[config.mk]
export PLATFORM = sky130hd
export DESIGN_NAME = io_bank_bridge
export DESIGN_NICKNAME = d
export VERILOG_FILES = /design/src/rtl/io_bus_pkg.sv /design/src/rtl/io_wait_timer.sv /design/src/rtl/io_bank_bridge.sv
export SDC_FILE = /design/constraint.sdc
export NUM_CORES = 1
export LEC_CHECK = 0
export ABC_CLOCK_PERIOD_IN_PS = 2100
export CELL_PAD_IN_SITES_DETAIL_PLACEMENT = 1
export CELL_PAD_IN_SITES_GLOBAL_PLACEMENT = 2
export CORE_MARGIN = 3
export CORE_UTILIZATION = 16
export DETAILED_ROUTE_END_ITERATION = 7
export PLACE_DENSITY_LB_ADDON = 0.1
export SLEW_MARGIN = 0
export SYNTH_ARGS = -nofsm -noshare
export SYNTH_HDL_FRONTEND = slang
export SYNTH_SLANG_ARGS = --single-unit
export TNS_END_PERCENT = 50
[constraint.sdc]
create_clock -name CLK -period 2.1 [get_ports CLK]
set_input_delay 0.42 -clock CLK [delete_from_list [all_inputs] [get_ports CLK]]
set_output_delay 0.42 -clock CLK [all_outputs]
set_load 0.02 [all_outputs]
[src/rtl/io_bus_pkg.sv]
// Shared constants and types for the MCS IO bus bridge: bus width, bank map,
// bridge FSM encoding and the default error-response word.
package io_bus_pkg;

  localparam int unsigned DW = 32;

  localparam int unsigned CELLRAM = 0;
  localparam int unsigned MEMMODE = 1;
  localparam int unsigned LEDBANK = 2;
  localparam int unsigned PS2BANK = 3;
  localparam int unsigned VGABANK = 4;
  localparam int unsigned GRAPH   = 5;
  localparam int unsigned CAMPIC  = 6;
  localparam int unsigned CAMCTRL = 7;

  typedef enum logic [1:0] {
    StIdle,
    StStrb,
    StWait,
    StAck
  } io_state_e;

  localparam logic [DW-1:0] ERR_DATA_DEFAULT = 32'hDEAD_BEEF;

  // Bank field width, never narrower than one bit.
  function automatic int unsigned bank_width(input int unsigned nbank);
    return (nbank > 1) ? $clog2(nbank) : 1;
  endfunction

endpackage

[src/rtl/io_wait_timer.sv]
// Saturating wait-state counter; expire_o flags the last permitted WAIT cycle.
module io_wait_timer #(
  parameter int unsigned TIMEOUT = 255
) (
  input  logic clk_i,
  input  logic rst_i,
  input  logic clr_i,
  input  logic en_i,
  output logic expire_o
);

  localparam int unsigned TW = $clog2(TIMEOUT + 1);
  localparam logic [TW-1:0] CntLast = TW'(TIMEOUT - 1);
  localparam logic [TW-1:0] CntMax  = TW'(TIMEOUT);

  logic [TW-1:0] cnt_q, cnt_d;

  always_comb begin
    cnt_d = cnt_q;
    if (clr_i) begin
      cnt_d = '0;
    end else if (en_i && (cnt_q != CntMax)) begin
      cnt_d = cnt_q + 1'b1;
    end
  end

  always_ff @(posedge clk_i) begin
    if (rst_i) begin
      cnt_q <= '0;
    end else begin
      cnt_q <= cnt_d;
    end
  end

  assign expire_o = (cnt_q == CntLast);

endmodule

[src/rtl/io_bank_bridge.sv]
// MCS IO bus to per-bank strobe bridge with wait states, timeout error response
// and sticky error reporting.
module io_bank_bridge
  import io_bus_pkg::*;
#(
  parameter int unsigned      NBANK     = 8,
  parameter int unsigned      BANK_LSB  = 29,
  parameter logic [NBANK-1:0] WAIT_MASK = '0,
  parameter int unsigned      TIMEOUT   = 255,
  parameter logic [DW-1:0]    ERR_DATA  = ERR_DATA_DEFAULT
) (
  input  logic                CLK,
  input  logic                RST,
  input  logic                IO_Addr_Strobe,
  input  logic                IO_Read_Strobe,
  input  logic                IO_Write_Strobe,
  input  logic [31:0]         IO_Address,
  output logic [DW-1:0]       IO_Read_Data,
  output logic                IO_Ready,
  output logic [NBANK-1:0]    WR,
  output logic [NBANK-1:0]    RD,
  input  logic [NBANK*DW-1:0] RDATA,
  input  logic [NBANK-1:0]    BANK_RDY,
  input  logic                ERR_CLR,
  output logic                BUS_ERR,
  output logic [3:0]          ERR_BANK,
  output logic                ERR_OVR
);

  localparam int unsigned BW = bank_width(NBANK);
  localparam logic [BW:0] NBankW = (BW + 1)'(NBANK);

  io_state_e     state_q, state_d;
  logic [BW-1:0] bank_q, bank_d;
  logic          write_q, write_d;
  logic [DW-1:0] rdata_q, rdata_d;
  logic          bus_err_q, bus_err_d;
  logic [3:0]    err_bank_q, err_bank_d;
  logic          err_ovr_q, err_ovr_d;

  logic             strobe, addr_oor, err_set, ovr_set, tmr_clr, tmr_en, tmr_expire;
  logic [BW-1:0]    addr_bank, err_bank_new;
  logic [NBANK-1:0] bank_oh;
  logic [DW-1:0]    sel_rdata;
  logic             sel_rdy, sel_wait;
  logic             unused_addr;

  assign strobe      = IO_Addr_Strobe & (IO_Read_Strobe | IO_Write_Strobe);
  assign addr_bank   = IO_Address[BANK_LSB +: BW];
  assign addr_oor    = ({1'b0, addr_bank} >= NBankW);
  assign unused_addr = ^IO_Address;

  always_comb begin
    bank_oh   = '0;
    sel_rdata = '0;
    sel_rdy   = 1'b0;
    sel_wait  = 1'b0;
    for (int b = 0; b < int'(NBANK); b++) begin
      if (bank_q == BW'(b)) begin
        bank_oh[b] = 1'b1;
        sel_rdata  = RDATA[b*DW +: DW];
        sel_rdy    = BANK_RDY[b];
        sel_wait   = WAIT_MASK[b];
      end
    end
  end

  always_comb begin
    state_d      = state_q;
    bank_d       = bank_q;
    write_d      = write_q;
    rdata_d      = '0;
    err_set      = 1'b0;
    ovr_set      = 1'b0;
    tmr_clr      = 1'b0;
    tmr_en       = 1'b0;
    err_bank_new = bank_q;
    unique case (state_q)
      StIdle: begin
        if (strobe) begin
          bank_d  = addr_bank;
          write_d = IO_Write_Strobe;
          ovr_set = IO_Read_Strobe & IO_Write_Strobe;
          if (addr_oor) begin
            state_d      = StAck;
            rdata_d      = ERR_DATA;
            err_set      = 1'b1;
            err_bank_new = addr_bank;
          end else begin
            state_d = StStrb;
          end
        end
      end
      StStrb: begin
        if (sel_wait) begin
          state_d = StWait;
          tmr_clr = 1'b1;
        end else begin
          state_d = StAck;
          rdata_d = write_q ? '0 : sel_rdata;
        end
      end
      StWait: begin
        // Ready beats a coincident timeout.
        if (sel_rdy) begin
          state_d = StAck;
          rdata_d = write_q ? '0 : sel_rdata;
        end else if (tmr_expire) begin
          state_d = StAck;
          rdata_d = ERR_DATA;
          err_set = 1'b1;
        end else begin
          tmr_en = 1'b1;
        end
      end
      StAck: state_d = StIdle;
      default: state_d = StIdle;
    endcase
    if (strobe && (state_q != StIdle)) begin
      ovr_set = 1'b1;
    end
  end

  // A new error on the same edge as ERR_CLR survives the clear.
  always_comb begin
    bus_err_d  = bus_err_q;
    err_bank_d = err_bank_q;
    err_ovr_d  = err_ovr_q;
    if (ERR_CLR) begin
      bus_err_d  = 1'b0;
      err_bank_d = '0;
      err_ovr_d  = 1'b0;
    end
    if (err_set) begin
      bus_err_d = 1'b1;
      if (!bus_err_q || ERR_CLR) begin
        err_bank_d = 4'(err_bank_new);
      end
    end
    if (ovr_set) begin
      err_ovr_d = 1'b1;
    end
  end

  always_ff @(posedge CLK) begin
    if (RST) begin
      state_q    <= StIdle;
      bank_q     <= '0;
      write_q    <= 1'b0;
      rdata_q    <= '0;
      bus_err_q  <= 1'b0;
      err_bank_q <= '0;
      err_ovr_q  <= 1'b0;
    end else begin
      state_q    <= state_d;
      bank_q     <= bank_d;
      write_q    <= write_d;
      rdata_q    <= rdata_d;
      bus_err_q  <= bus_err_d;
      err_bank_q <= err_bank_d;
      err_ovr_q  <= err_ovr_d;
    end
  end

  io_wait_timer #(
    .TIMEOUT(TIMEOUT)
  ) u_wait_timer (
    .clk_i   (CLK),
    .rst_i   (RST),
    .clr_i   (tmr_clr),
    .en_i    (tmr_en),
    .expire_o(tmr_expire)
  );

  assign IO_Ready     = (state_q == StAck);
  assign IO_Read_Data = rdata_q;
  assign WR           = ((state_q == StStrb) && write_q)  ? bank_oh : '0;
  assign RD           = ((state_q == StStrb) && !write_q) ? bank_oh : '0;
  assign BUS_ERR      = bus_err_q;
  assign ERR_BANK     = err_bank_q;
  assign ERR_OVR      = err_ovr_q;

endmodule

==> summary.txt <==
Detailed routing
  • Drt first pass iters: 4
  • DRC errors left: 0
  • Via count: about 5500
  • Via density per instance: between 4 and 5
  • Drt wl/cell: approximately 21 um
  • Final wirelength: around 25000 um
  • ANT nets after route: 0
  • DRT iter0 DRCs: 150

Logic synthesis
  • #FFs+latches synth: 52
  • Post-synth EDFFs: 0
  • Ys flop type: dfxtp_1
  • Syn Inst Count: approximately 560
  • Commonest cells post-synth: nor2_1, mux2i_1, a21oi_1
  • Asr flop ratio synth: 0%
  • Synth Warn #: 0
  • Most frequent cell after synthesis: nor2_1
  • Syn_nets: slightly below 900
  • Cell taking the most area after synthesis: dfxtp_1
  • Share of the synthesized area in the top cell type: between 20 and 25%
  • Dominant cells by area after synthesis: dfxtp_1, mux2i_1, nor2_1
  • Post-synthesis cell area: approximately 4300 sq um
  • Syn avg cell area: between 7 and 8 sq um
  • Netlist cell types: 45
  • Register area share after synthesis: roughly a quarter

Setup path
  • Worst setup EP type: primary output
  • RR Endpoint: u_wait_timer.cnt_q[2]
  • Slowest stage delay, CP: ~0.32 ns
  • Worst endpoint required time: around 1.7 ns
  • Max Fanout on Critical Path: 6
  • Reg2Reg Setup Slack: between 0.15 and 0.2 ns
  • Critical path type: flip-flop to primary output
  • Reg2reg path depth: 8
  • Cell Chain, Critical Path: inv_1 -> ha_4 -> buf_4 -> nand3_1 -> nor2_1 -> clkdlybuf4s15_1
  • Reg2reg start: bank_q[1]
  • Crit path arrival time: between 1.5 and 2 ns
  • Worst Setup SP: state_q[1]
  • Startpoint types: flip-flop
  • CP Capture Point: WR[3]
  • Critical-path top delay cell: dfxtp_1

Finish
  • Area grow syn2layout: 92.3%
  • Post-Layout Cell Count: ~1200
  • Filler Cell Count: 3078
  • Diodes inserted: 0
  • Share of layout cells above drive strength 1: approximately 13%
  • Final Net Count: ~1200

GRT
  • Initial antenna violation count: 1
  • Vias in the first global route: about 6200
  • First-pass GRT wire length: between 30000 and 40000 um
  • Total GRT Usage: between 15 and 20%
  • Total gr overflow: 0
  • Pin count of the biggest net entering global routing: 50

Power
  • P_leak: slightly below 3 nW
  • Overall power: between 4 and 5 mW
  • VDD IR-drop max: about 0.31 mV
  • Power per cell area: approximately 590 nW/um^2

STA
  • Relative slew slack: between 60% and 70%
  • RSZ-0062 raised after global routing: no
  • Fin crit share: 95.3%
  • Min Tclk post-route: around 2.0 ns
  • Setup-failing EPs final: 0
  • Final Max Tran Viols: 0
  • Clock skew: between 0.01 and 0.015 ns
  • Max Freq: 499 MHz
  • PnR worst setup slack: a little under 0.1 ns
  • Measured slew at the worst slew-check pin: between 0.4 and 0.5 ns
  • Final Hold Vio Count: 0
  • Final setup TNS: 0 ns

Floorplan
  • Rows: 59
  • Ports: ~360
  • Die Area: just under 30000 sq um
  • Placeable Area: between 20000 and 30000 sq um
  • Starting Density: between 10% and 20%
  • Die height: 170 um
  • Die X: 170 um

Run
  • Maxcap violations: 0

Place
  • PortBufs: approximately 330
  • Dpl hpwl: roughly 20000 um
  • Placed Instances: around 1200
  • Setup slack after placement: -0.113 ns
  • Gpl congestion: approximately 0.77

Clocking
  • Root Buffer: clkbuf_16
  • Clock sinks: 52
  • Post-CTS Setup Inserts: 0
  • H-tree Lvls: 2
  • TritonCTS Buffers: 5
  • Clock slew at reported path FFs: ~0.08 ns
  • CTS Hold Bufs: 0
  • Clock Tree Buf Depth: 2
  • CTS tree: yes
  • Latest clock arrival within the worst-skew pair: approximately 0.31 ns

Min path
  • Hold Crit Class: flip-flop to flip-flop

Outcome
  • Outcome: finished, final reports clean
[cells by family after synthesis]
family	after synthesis	share of synthesized area, %
flops	52	24.2
compound gates	155	21.3
mux	98	26.3
simple gates	183	18.7
xor+xnor	4	0.814
fa+ha+maj	8	2.27
buf+inv	57	6.48
[stage by stage]
step                hold WS [ns]  utilization (%)  instance area (sq um)
floorplan                  0.486                -                   4310
global placement           0.473             30.9                   8110
detailed placement         0.469             30.9                   8110
CTS                        0.481             31.5                   8270
global route               0.510             31.5                   8280
finish                     0.478             31.5                   8280
[flip-flops by register name, summed over array words and instances (netlist names)]
name,count
ERR_OVR,1
bank_q,3
state_q,2
write_q,1
BUS_ERR,1
IO_Read_Data,32
ERR_BANK,4
u_wait_timer.cnt_q,8
[worst min path at each step]
stage | startpoint | endpoint | slack (ns) | depth (start not counted)
after floorplan | state_q[0] | state_q[0] | 0.49 | 2
after global placement | ERR_BANK[3] | ERR_BANK[3] | 0.47 | 1
after detailed placement | ERR_BANK[3] | ERR_BANK[3] | 0.47 | 1
after CTS | ERR_BANK[3] | ERR_BANK[3] | 0.48 | 1
after global routing | ERR_BANK[3] | ERR_BANK[3] | 0.51 | 1
final | ERR_BANK[3] | ERR_BANK[3] | 0.48 | 1
[final cells by class]
type	instances	area, sq um	share of cell area [%]
clock buffer	5	125	1.51
clock inverter	3	25.0	0.302
inverter	9	37.5	0.453
multi-input combinational	448	3030	36.6
sequential	52	1050	12.7
tap	335	419	5.06
timing repair buffer	364	3590	43.4
[metal layers]
metal  routed length [um]  up-vias  GRT usage [%]
met2                12600      224           30.6
met1                10100     2624           18.5
met4                  293        2           3.39
met5                    7        -              0
met3                 1930       16           5.13
li1                     -     2683              -
[cell usage in the layout (no fill, tap or decap), drive strengths merged, types with 2 or more instances in the layout]
cell / count
nand2: 18
inv: 9
nor3: 7
o21ai: 26
clkdlybuf4s15: 4
dfxtp: 52
nor2: 118
and4: 4
o221ai: 7
nor2b: 2
nand4: 4
or3b: 4
a31oi: 6
xnor2: 4
and3: 2
a221oi: 6
clkbuf: 10
mux2: 30
nor3b: 2
nand3: 14
nand2b: 3
or2: 2
clkdlybuf4s50: 310
a21oi: 56
o22ai: 45
clkinvlp: 2
buf: 38
o32ai: 3
dlygate4sd2: 6
mux2i: 59
mux4: 9
ha: 7
a211oi: 2
[worst max-delay path, delay by kind of cell (launching register included)]
family	cells	cell delay [ns]
flip-flops	1	0.32
adder cells (fa/ha/maj)	1	0.19
buffers and inverters	3	0.54
AND/OR/NAND/NOR	2	0.22
[report_power, final]
group	leakage [nW]	switching, mW	total [mW]	internal (mW)
Clock	0.0708	0.454	0.907	0.453
Combinational	2.45	1.35	2.76	1.41
Sequential	0.423	0.0780	1.19	1.11
Total	2.95	1.88	4.86	2.97
[timing repair]
| item | 4_1_cts | 5_1_grt |
|---|---|---|
| resized for setup | 25 | 23 |
| pin swaps | 0 | 0 |
| endpoints found under the setup margin | 16 | 36 |
No activity file was read; power rests on OpenSTA's default activity.
